`src/rtl/jtag_ahb_pkg.sv`:
```
// Shared constants, FSM state type and command payload for the JTAG-to-AHB-Lite master.
package jtag_ahb_pkg;

    localparam int unsigned AHB_ADDR_W = 32;
    localparam int unsigned AHB_DATA_W = 32;

    localparam logic [1:0] HTRANS_IDLE   = 2'b00;
    localparam logic [1:0] HTRANS_NONSEQ = 2'b10;
    localparam logic [2:0] HSIZE_WORD    = 3'b010;

    typedef enum logic [1:0] {
        ST_IDLE,
        ST_ADDR,
        ST_DATA
    } state_t;

    typedef struct packed {
        logic                  write;
        logic [AHB_ADDR_W-1:0] addr;
        logic [AHB_DATA_W-1:0] wdata;
    } cmd_t;

endpackage

```
`src/rtl/jtag_ahb_cmd_fifo.sv`:
```
// Synchronous command queue; pointers carry an extra wrap bit to tell full from empty.
module jtag_ahb_cmd_fifo
    import jtag_ahb_pkg::*;
#(
    parameter int unsigned DEPTH = 2
) (
    input  logic i_clk,
    input  logic i_rst,
    input  logic i_push,
    input  cmd_t i_data,
    input  logic i_pop,
    output cmd_t o_head,
    output logic o_full,
    output logic o_empty
);

    localparam int unsigned IDX_W = (DEPTH > 1) ? $clog2(DEPTH) : 1;
    localparam int unsigned PTR_W = IDX_W + 1;

    logic [PTR_W-1:0] r_wr_ptr;
    logic [PTR_W-1:0] r_rd_ptr;
    cmd_t             r_mem [DEPTH];
    logic             w_push;
    logic             w_pop;

    assign w_push  = i_push && !o_full;
    assign w_pop   = i_pop && !o_empty;
    assign o_empty = (r_wr_ptr == r_rd_ptr);
    assign o_full  = (r_wr_ptr[IDX_W] != r_rd_ptr[IDX_W]) &&
                     (r_wr_ptr[IDX_W-1:0] == r_rd_ptr[IDX_W-1:0]);
    assign o_head  = r_mem[r_rd_ptr[IDX_W-1:0]];

    always_ff @(posedge i_clk or posedge i_rst) begin
        if (i_rst) begin
            r_wr_ptr <= '0;
            r_rd_ptr <= '0;
        end else begin
            if (w_push) r_wr_ptr <= r_wr_ptr + PTR_W'(1);
            if (w_pop)  r_rd_ptr <= r_rd_ptr + PTR_W'(1);
        end
    end

    // Storage needs no reset: entries are only read once the pointers say they are valid.
    always_ff @(posedge i_clk) begin
        if (w_push) r_mem[r_wr_ptr[IDX_W-1:0]] <= i_data;
    end

endmodule

```
`src/rtl/jtag_ahb_master.sv`:
```
// Sequences single AHB-Lite transfers for commands queued by the JTAG TAP.
// Optional wait-state timeout enabled by defining JTAG_AHB_TIMEOUT_EN.
module jtag_ahb_master
    import jtag_ahb_pkg::*;
#(
    parameter int unsigned ADDR_WIDTH     = 32,
    parameter int unsigned DATA_WIDTH     = 32,
    parameter int unsigned FIFO_DEPTH     = 2,
    parameter int unsigned TIMEOUT_CYCLES = 255
) (
    input  logic                  HCLK,
    input  logic                  HRESET,
    input  logic                  CMD_VALID,
    output logic                  CMD_READY,
    input  logic                  CMD_WRITE,
    input  logic [ADDR_WIDTH-1:0] CMD_ADDR,
    input  logic [DATA_WIDTH-1:0] CMD_WDATA,
    output logic                  RSP_VALID,
    output logic [DATA_WIDTH-1:0] RSP_RDATA,
    output logic                  RSP_ERR,
    output logic [ADDR_WIDTH-1:0] HADDR,
    output logic                  HWRITE,
    output logic [1:0]            HTRANS,
    output logic [2:0]            HSIZE,
    output logic [DATA_WIDTH-1:0] HWDATA,
    input  logic [DATA_WIDTH-1:0] HRDATA,
    input  logic                  HREADY,
    input  logic                  HRESP
);

    state_t r_state;
    cmd_t   w_cmd_in;
    cmd_t   w_head;
    logic   w_full;
    logic   w_empty;
    logic   w_push;
    logic   w_pop;
    logic   w_timeout;

    assign w_cmd_in  = '{write: CMD_WRITE,
                         addr:  AHB_ADDR_W'(CMD_ADDR),
                         wdata: AHB_DATA_W'(CMD_WDATA)};
    assign CMD_READY = !w_full;
    assign w_push    = CMD_VALID && CMD_READY;
    assign w_pop     = ((r_state == ST_DATA) && HREADY) || w_timeout;
    assign HSIZE     = HSIZE_WORD;

    jtag_ahb_cmd_fifo #(
        .DEPTH (FIFO_DEPTH)
    ) u_cmd_fifo (
        .i_clk   (HCLK),
        .i_rst   (HRESET),
        .i_push  (w_push),
        .i_data  (w_cmd_in),
        .i_pop   (w_pop),
        .o_head  (w_head),
        .o_full  (w_full),
        .o_empty (w_empty)
    );

`ifdef JTAG_AHB_TIMEOUT_EN
    localparam int unsigned TMO_W = $clog2(TIMEOUT_CYCLES + 1);

    logic [TMO_W-1:0] r_tmo_cnt;

    // Counts consecutive stalled cycles; any state change or ready cycle restarts it.
    assign w_timeout = (r_state != ST_IDLE) && !HREADY &&
                       (r_tmo_cnt == TMO_W'(TIMEOUT_CYCLES - 1));

    always_ff @(posedge HCLK or posedge HRESET) begin
        if (HRESET) begin
            r_tmo_cnt <= '0;
        end else if ((r_state == ST_IDLE) || HREADY || w_timeout) begin
            r_tmo_cnt <= '0;
        end else begin
            r_tmo_cnt <= r_tmo_cnt + TMO_W'(1);
        end
    end
`else
    // Without the timeout the limit has no effect; the bus is waited on indefinitely.
    assign w_timeout = 1'b0 && (TIMEOUT_CYCLES != 0);
`endif

    always_ff @(posedge HCLK or posedge HRESET) begin
        if (HRESET) begin
            r_state   <= ST_IDLE;
            HTRANS    <= HTRANS_IDLE;
            HADDR     <= '0;
            HWRITE    <= 1'b0;
            HWDATA    <= '0;
            RSP_VALID <= 1'b0;
            RSP_RDATA <= '0;
            RSP_ERR   <= 1'b0;
        end else begin
            RSP_VALID <= 1'b0;
            case (r_state)
                ST_IDLE: begin
                    if (!w_empty) begin
                        r_state <= ST_ADDR;
                        HTRANS  <= HTRANS_NONSEQ;
                        HADDR   <= ADDR_WIDTH'(w_head.addr);
                        HWRITE  <= w_head.write;
                    end
                end
                ST_ADDR: begin
                    if (HREADY) begin
                        r_state <= ST_DATA;
                        HTRANS  <= HTRANS_IDLE;
                        HWDATA  <= DATA_WIDTH'(w_head.wdata);
                    end else if (w_timeout) begin
                        r_state   <= ST_IDLE;
                        HTRANS    <= HTRANS_IDLE;
                        RSP_VALID <= 1'b1;
                        RSP_ERR   <= 1'b1;
                    end
                end
                ST_DATA: begin
                    // An ERROR response first shows with HREADY low, so only the ready cycle completes.
                    if (HREADY) begin
                        r_state   <= ST_IDLE;
                        RSP_VALID <= 1'b1;
                        RSP_ERR   <= HRESP;
                        if (!HWRITE) RSP_RDATA <= HRDATA;
                    end else if (w_timeout) begin
                        r_state   <= ST_IDLE;
                        RSP_VALID <= 1'b1;
                        RSP_ERR   <= 1'b1;
                    end
                end
                default: begin
                    r_state <= ST_IDLE;
                    HTRANS  <= HTRANS_IDLE;
                end
            endcase
        end
    end

endmodule

```
`config.mk`:
```
export PLATFORM = sky130hd
export DESIGN_NAME = jtag_ahb_master
export DESIGN_NICKNAME = d
export VERILOG_FILES = /design/src/rtl/jtag_ahb_pkg.sv /design/src/rtl/jtag_ahb_cmd_fifo.sv /design/src/rtl/jtag_ahb_master.sv
export SDC_FILE = /design/constraint.sdc
export NUM_CORES = 1
export LEC_CHECK = 0
export ABC_AREA = 1
export CORE_UTILIZATION = 45
export DETAILED_ROUTE_END_ITERATION = 6
export PLACE_DENSITY_LB_ADDON = 0.15
export SLEW_MARGIN = 25
export SYNTH_ARGS = -nofsm -noshare
export SYNTH_HDL_FRONTEND = slang
export SYNTH_SLANG_ARGS = --single-unit
export TNS_END_PERCENT = 100
```
`constraint.sdc`:
```
create_clock -name HCLK -period 8.14 [get_ports HCLK]
set_input_delay 1.628 -clock HCLK [delete_from_list [all_inputs] [get_ports HCLK]]
set_output_delay 1.628 -clock HCLK [all_outputs]
set_load 0.03 [all_outputs]
```
Yosys cells after proc, flatten, opt, wreduce, memory -nomap -nowiden
Memories as Yosys holds them, arrays and structs flattened.
Cells that the tools add are included.
{"block": "word_totals", "regBits": 107, "ram_bits": 130, "output_inout_bits": 105, "wordCells": 48, "n_memories": 1}
{"block": "classes", "addsub": 2, "eq_ne": 8, "n_mux": 10, "n_bitwise": 3, "n_reduce_logical": 14}
{"name": "u_cmd_fifo.r_mem", "words": 2, "width": 65, "read_ports": 1, "rd_clocked_by_memory_dff": 0, "write_ports": 1, "line": "jtag_ahb_cmd_fifo.sv:22", "rtl": "cmd_t r_mem [DEPTH];"}
{"operator": "2-bit one-hot mux with 3 select lines", "count": 2}
{"operator": "3-bit AND reduction", "count": 3}
{"operator": "2-bit 2-to-1 mux", "count": 4}
{"operator": "2-bit != test (second input constant)", "count": 3}
{"operator": "2-bit AND reduction", "count": 3}
{"operator": "1-bit logical AND", "count": 5}
{"operator": "2-bit by 1-bit adder with 2-bit output (second input constant)", "count": 2}
{"operator": "1-bit 2-to-1 mux", "count": 4}
{"operator": "1-bit inverter", "count": 3}
{"operator": "2-bit by 1-bit equality test with 1-bit output (second input constant)", "count": 1}
{"operator": "2-bit equality test", "count": 1}
{"operator": "2-bit equality test (second input constant)", "count": 1}
{"operator": "1-bit zero test", "count": 2}
{"operator": "2-bit zero test", "count": 1}
{"operator": "1-bit equality test", "count": 1}
{"operator": "1-bit != test", "count": 1}

Logic depth before layout (Yosys ltp)
{"block": "logic_depth", "depth_word": 7, "ltp_mapped": 9, "ltp_nobuf": 7}

By module
Synthesis repeated with hierarchy kept, for this count alone.
{"block": "unflattened", "hier_cells": 834, "hier_area_um2": 9252.6}
{"mod": "jtag_ahb_cmd_fifo", "n_inst": 1, "cells_each": 382, "area_per_inst_um2": 5027.3, "seq_area_each_um2": 4003.8}
{"mod": "jtag_ahb_master", "n_inst": 1, "cells_each": 452, "area_per_inst_um2": 4225.3, "seq_area_each_um2": 2552.4}

Least setup slack after synthesis
Ideal clock, no wire load.
{"block": "synth_timing", "path_type": "input port to flip-flop", "startpoint": "in CMD_VALID", "endpoint": "mem u_cmd_fifo.r_mem[1][0] in the netlist's numbering (enable)", "arrival_time_ns": 4.441, "required_time_ns": 7.652, "setup_slack_ns": 3.211, "cell_stages": 2, "path_buffers": 0, "cell_sequence": "nand2_1 nor2_1"}
{"block": "synth_between", "elab_chain_len": 4}
{"item": "start: declaration", "line": "jtag_ahb_master.sv:13", "rtl": "input logic CMD_VALID,"}
{"item": "1-bit logical AND", "line": "jtag_ahb_master.sv:44", "rtl": "assign w_push = CMD_VALID && CMD_READY;"}
{"item": "1-bit logical AND", "line": "jtag_ahb_cmd_fifo.sv:26", "rtl": "assign w_push = i_push && !o_full;"}
{"item": "1-bit 2-to-1 mux", "line": "jtag_ahb_cmd_fifo.sv:45", "rtl": "if (w_push) r_mem[r_wr_ptr[IDX_W-1:0]] <= i_data;"}
{"item": "1-bit 2-to-1 mux (not written as such)", "line": "jtag_ahb_cmd_fifo.sv:45"}
{"item": "end: declaration", "line": "jtag_ahb_cmd_fifo.sv:22"}
Every way passes these cells.

Final worst setup path
{"block": "layout_timing", "startpoint": "reg u_cmd_fifo.r_rd_ptr[0]", "endpoint": "out CMD_READY"}
{"block": "layout_between", "elab_chain_len": 3}
{"item": "start: declaration", "line": "jtag_ahb_cmd_fifo.sv:21", "rtl": "logic [PTR_W-1:0] r_rd_ptr;"}
{"item": "start signal: assignment", "line": "jtag_ahb_cmd_fifo.sv:39", "rtl": "if (w_pop) r_rd_ptr <= r_rd_ptr + PTR_W'(1);"}
{"item": "1-bit equality test", "line": "jtag_ahb_cmd_fifo.sv:30", "rtl": "(r_wr_ptr[IDX_W-1:0] == r_rd_ptr[IDX_W-1:0]);"}
{"item": "1-bit logical AND", "line": "jtag_ahb_cmd_fifo.sv:29", "rtl": "assign o_full = (r_wr_ptr[IDX_W] != r_rd_ptr[IDX_W]) &&"}
{"item": "1-bit zero test", "line": "jtag_ahb_master.sv:43", "rtl": "assign CMD_READY = !w_full;"}
{"item": "end: declaration", "line": "jtag_ahb_master.sv:14", "rtl": "output logic CMD_READY,"}
Every way passes these cells.

==> out/results.ini <==
[layout]
fin_util_pct=62.2
final.fill_count=1582
nets=1057
syn2layout_area_growth_pct=35.6
finalNonFillerCells=1239
drive_gt1_share_pct=6.78
antenna-diode-count=0

[cts]
cts_tree=yes
cts.reportedPaths.clkPinSlew_ps=60
clockRootBuffer=clkbuf_16
cts_hold_buffers=0
insertion_delay_ps=520
clockBufferDepth=3
cts_buffers=25
clock-sinks=236
cts-htree-levels=1
cts_resized=0
cts_setup_buffers=0

[pwr]
switchingPower_mw=1.91
power_frac_comb_pct=37.8
cellLeakagePower_nw=5.01
seq_power_share_pct=37.4
switching_share_pct=37.1
ir_drop_v=0.000356
internal-power_mw=3.24
powerDensity_nw_per_um2=427
p_clk_share_pct=24.9

[sta]
hold_slack_ps=468
skew_ps=19.4
slew_headroom_pct=46.4
slew_violations=0
rsz0062_at_grt=no
setup_viol=0
min_period_ps=4100
fmax_mhz=244
finalCritPeriodShare_pct=50.4
worst_pin_slew_ps=802
fin_setup_tns_ps=0
hold_viol_final=0

[grt]
first_global_vias=5907
grt_overflow=0
grt_max_degree=68
grt_pass1_wl_um=31200
grtUsageTotal_pct=19.9
antenna_found_initial=0

[detailed_routing]
dr.pass1.iters=5
routed_wl_um=19500
viasPerCell=4.89
drt_iter0_markers=318
antenna_left=0
drc=0
num_vias=6056
drt-wirelength-per-cell_um=15.7

[worst_setup_path]
cp.required_ps=6510
r2r_cells=7
cp-startpoint=u_cmd_fifo.r_rd_ptr[0]
crit_path_cell_trace=inv_2, nand2_1, nand2_1, nand2_1, clkdlybuf4s50_1
critPathMaxStageDelay_ps=790
path_max_fanout=32
crit_type=flip-flop to output port
crit_path_frequent_cell=nand2_1
r2r_start=u_cmd_fifo.r_rd_ptr[0]
critPathCaptureType=output port
cp_top_family=buffers and inverters
arrival_ps=2480
slowest_stage=dfrtp_2
critPathBufInv=2
worstSetupStartpointType=flip-flop
cp.depth=5

[yosys]
ys_ff_latch=236
synth_cell_type_count=17
syn-cell-area_um2=8890
synthCells=758
avgSynthCellArea_um2=11.7
synth_seq_area_share_pct=73.7
ys_warn_count=0

[die]
fp-row-count=51
initial_core_util_pct=45.8
die_w_um=143
die_y_um=143
die-area_um2=20300
core_um2=19400
pin_count=207

[placement]
place_inst=1192
dpl.hpwl_um=11500
io_buffer_count=202
gp_congestion=0.714

[hold_path]
whs_path_depth=2
hp-class=flip-flop to flip-flop
hold_start=RSP_RDATA[7]

[run_status]
outcome=completed

[run]
maxCapViolCount=0

[sequential cells by signal, indices dropped and copies added (netlist names)]
register,flops
RSP_RDATA,32
r_state,2
u_cmd_fifo.r_rd_ptr,2
HWDATA,32
RSP_ERR,1
HTRANS,1
RSP_VALID,1
u_cmd_fifo.r_mem,130
HWRITE,1
HADDR,32
u_cmd_fifo.r_wr_ptr,2
[through the flow]
| stage | worst slack, ps | instance area, µm² | total power [mW] |
|---|---|---|---|
| finish | 4040 | 12100 | 5.15 |
| global route | 3810 | 12100 | 5.48 |
| CTS | 3990 | 12000 | 5.22 |
| detailed placement | 4200 | 11100 | 3.92 |
| global placement | 4230 | 11100 | 3.89 |
| floorplan | 3210 | 8900 | 3.15 |
[layout make-up]
| type | instances | area [µm²] | area share, % |
|---|---|---|---|
| Timing Repair Buffer | 212 | 2120 | 17.6 |
| Clock buffer | 26 | 629 | 5.22 |
| Tap cell | 265 | 332 | 2.75 |
| Multi-Input combinational cell | 469 | 2070 | 17.2 |
| Sequential cell | 236 | 6560 | 54.4 |
| Inverter | 11 | 45.0 | 0.373 |
| Clock inverter | 20 | 310 | 2.57 |
[routing by layer]
metal | GRT usage, % | share of wire [%] | vias to the layer above
met3 | 5.28 | 8.4 | 22
met1 | 26.1 | 43 | 2908
met5 | 0 | 0 | -
met2 | 33.3 | 48 | 209
met4 | 3.85 | 1.3 | 0
li1 | - | - | 2917
[cell usage after synthesis]
cell type | number | area [µm²]
buf_2 | 28 | 140
buf_4 | 14 | 105
clkbuf_1 | 2 | 7.51
conb_1 | 2 | 7.51
dfrtp_1 | 106 | 2650
edfxtp_1 | 130 | 3900
inv_1 | 9 | 33.8
inv_2 | 2 | 7.51
nand2_1 | 254 | 953
nand2_4 | 2 | 22.5
nand3_1 | 69 | 345
nor2_1 | 67 | 251
nor2_2 | 2 | 12.5
nor3_2 | 1 | 10.0
o21a_1 | 33 | 248
o21ai_0 | 35 | 175
xor2_1 | 2 | 17.5
[power by group through the flow]
stage | Sequential [mW] | Clock [mW] | Combinational, mW
after floorplan | 2.36 | 0 | 0.793
after global placement | 1.94 | 0 | 1.95
after detailed placement | 1.95 | 0 | 1.97
after CTS | 1.93 | 1.31 | 1.98
after global routing | 1.98 | 1.36 | 2.14
final | 1.92 | 1.28 | 1.95
[placed cells by master (no fill, tap or decap)]
master	netlist	layout
nor2_4	0	2
dfrtp_1	106	105
clkdlybuf4s50_1	0	202
dfrtp_2	0	1
clkinv_2	0	6
nand2_2	0	1
bufinv_16	0	8
buf_16	0	1
inv_1	9	7
conb_1	2	4
edfxtp_1	130	130
clkinv_1	0	3
o21a_1	33	33
nand3_1	69	69
xor2_1	2	2
nor2_2	2	3
inv_4	0	1
o21ai_0	35	35
nand2_4	2	2
clkinv_4	0	1
clkbuf_16	0	25
buf_4	14	9
nor3_2	1	1
inv_2	2	2
nor2_1	67	64
inv_6	0	2
clkinvlp_4	0	1
nand2_1	254	253
clkbuf_1	2	1
[path summary, 6_finish.rpt]
| kind | endpoint | slack (ps) |
|---|---|---|
| max reg2reg | u_cmd_fifo.r_mem[1][60] | 5150 |
| max | CMD_READY | 4040 |
| min | RSP_RDATA[7] | 470 |
| min in group asynchronous | RSP_RDATA[1] | 1500 |
| min reg2reg | RSP_RDATA[7] | 470 |
| max in group asynchronous | HADDR[11] | 5610 |
[tightest hold or removal path, delay by kind of cell, from the launching register on]
family,cells,cell delay (ps)
DFF,1,340
and+or+nand+nor,2,100
[kinds of logic after synthesis]
logic type,count (synthesis),share of synthesized area [%]
compound gates,68,4.76
other cells,2,0.0844
simple gates,395,17.9
buf+inv,55,3.31
flops,236,73.7
xor+xnor,2,0.197
No activity file was read; power rests on OpenSTA's default activity.
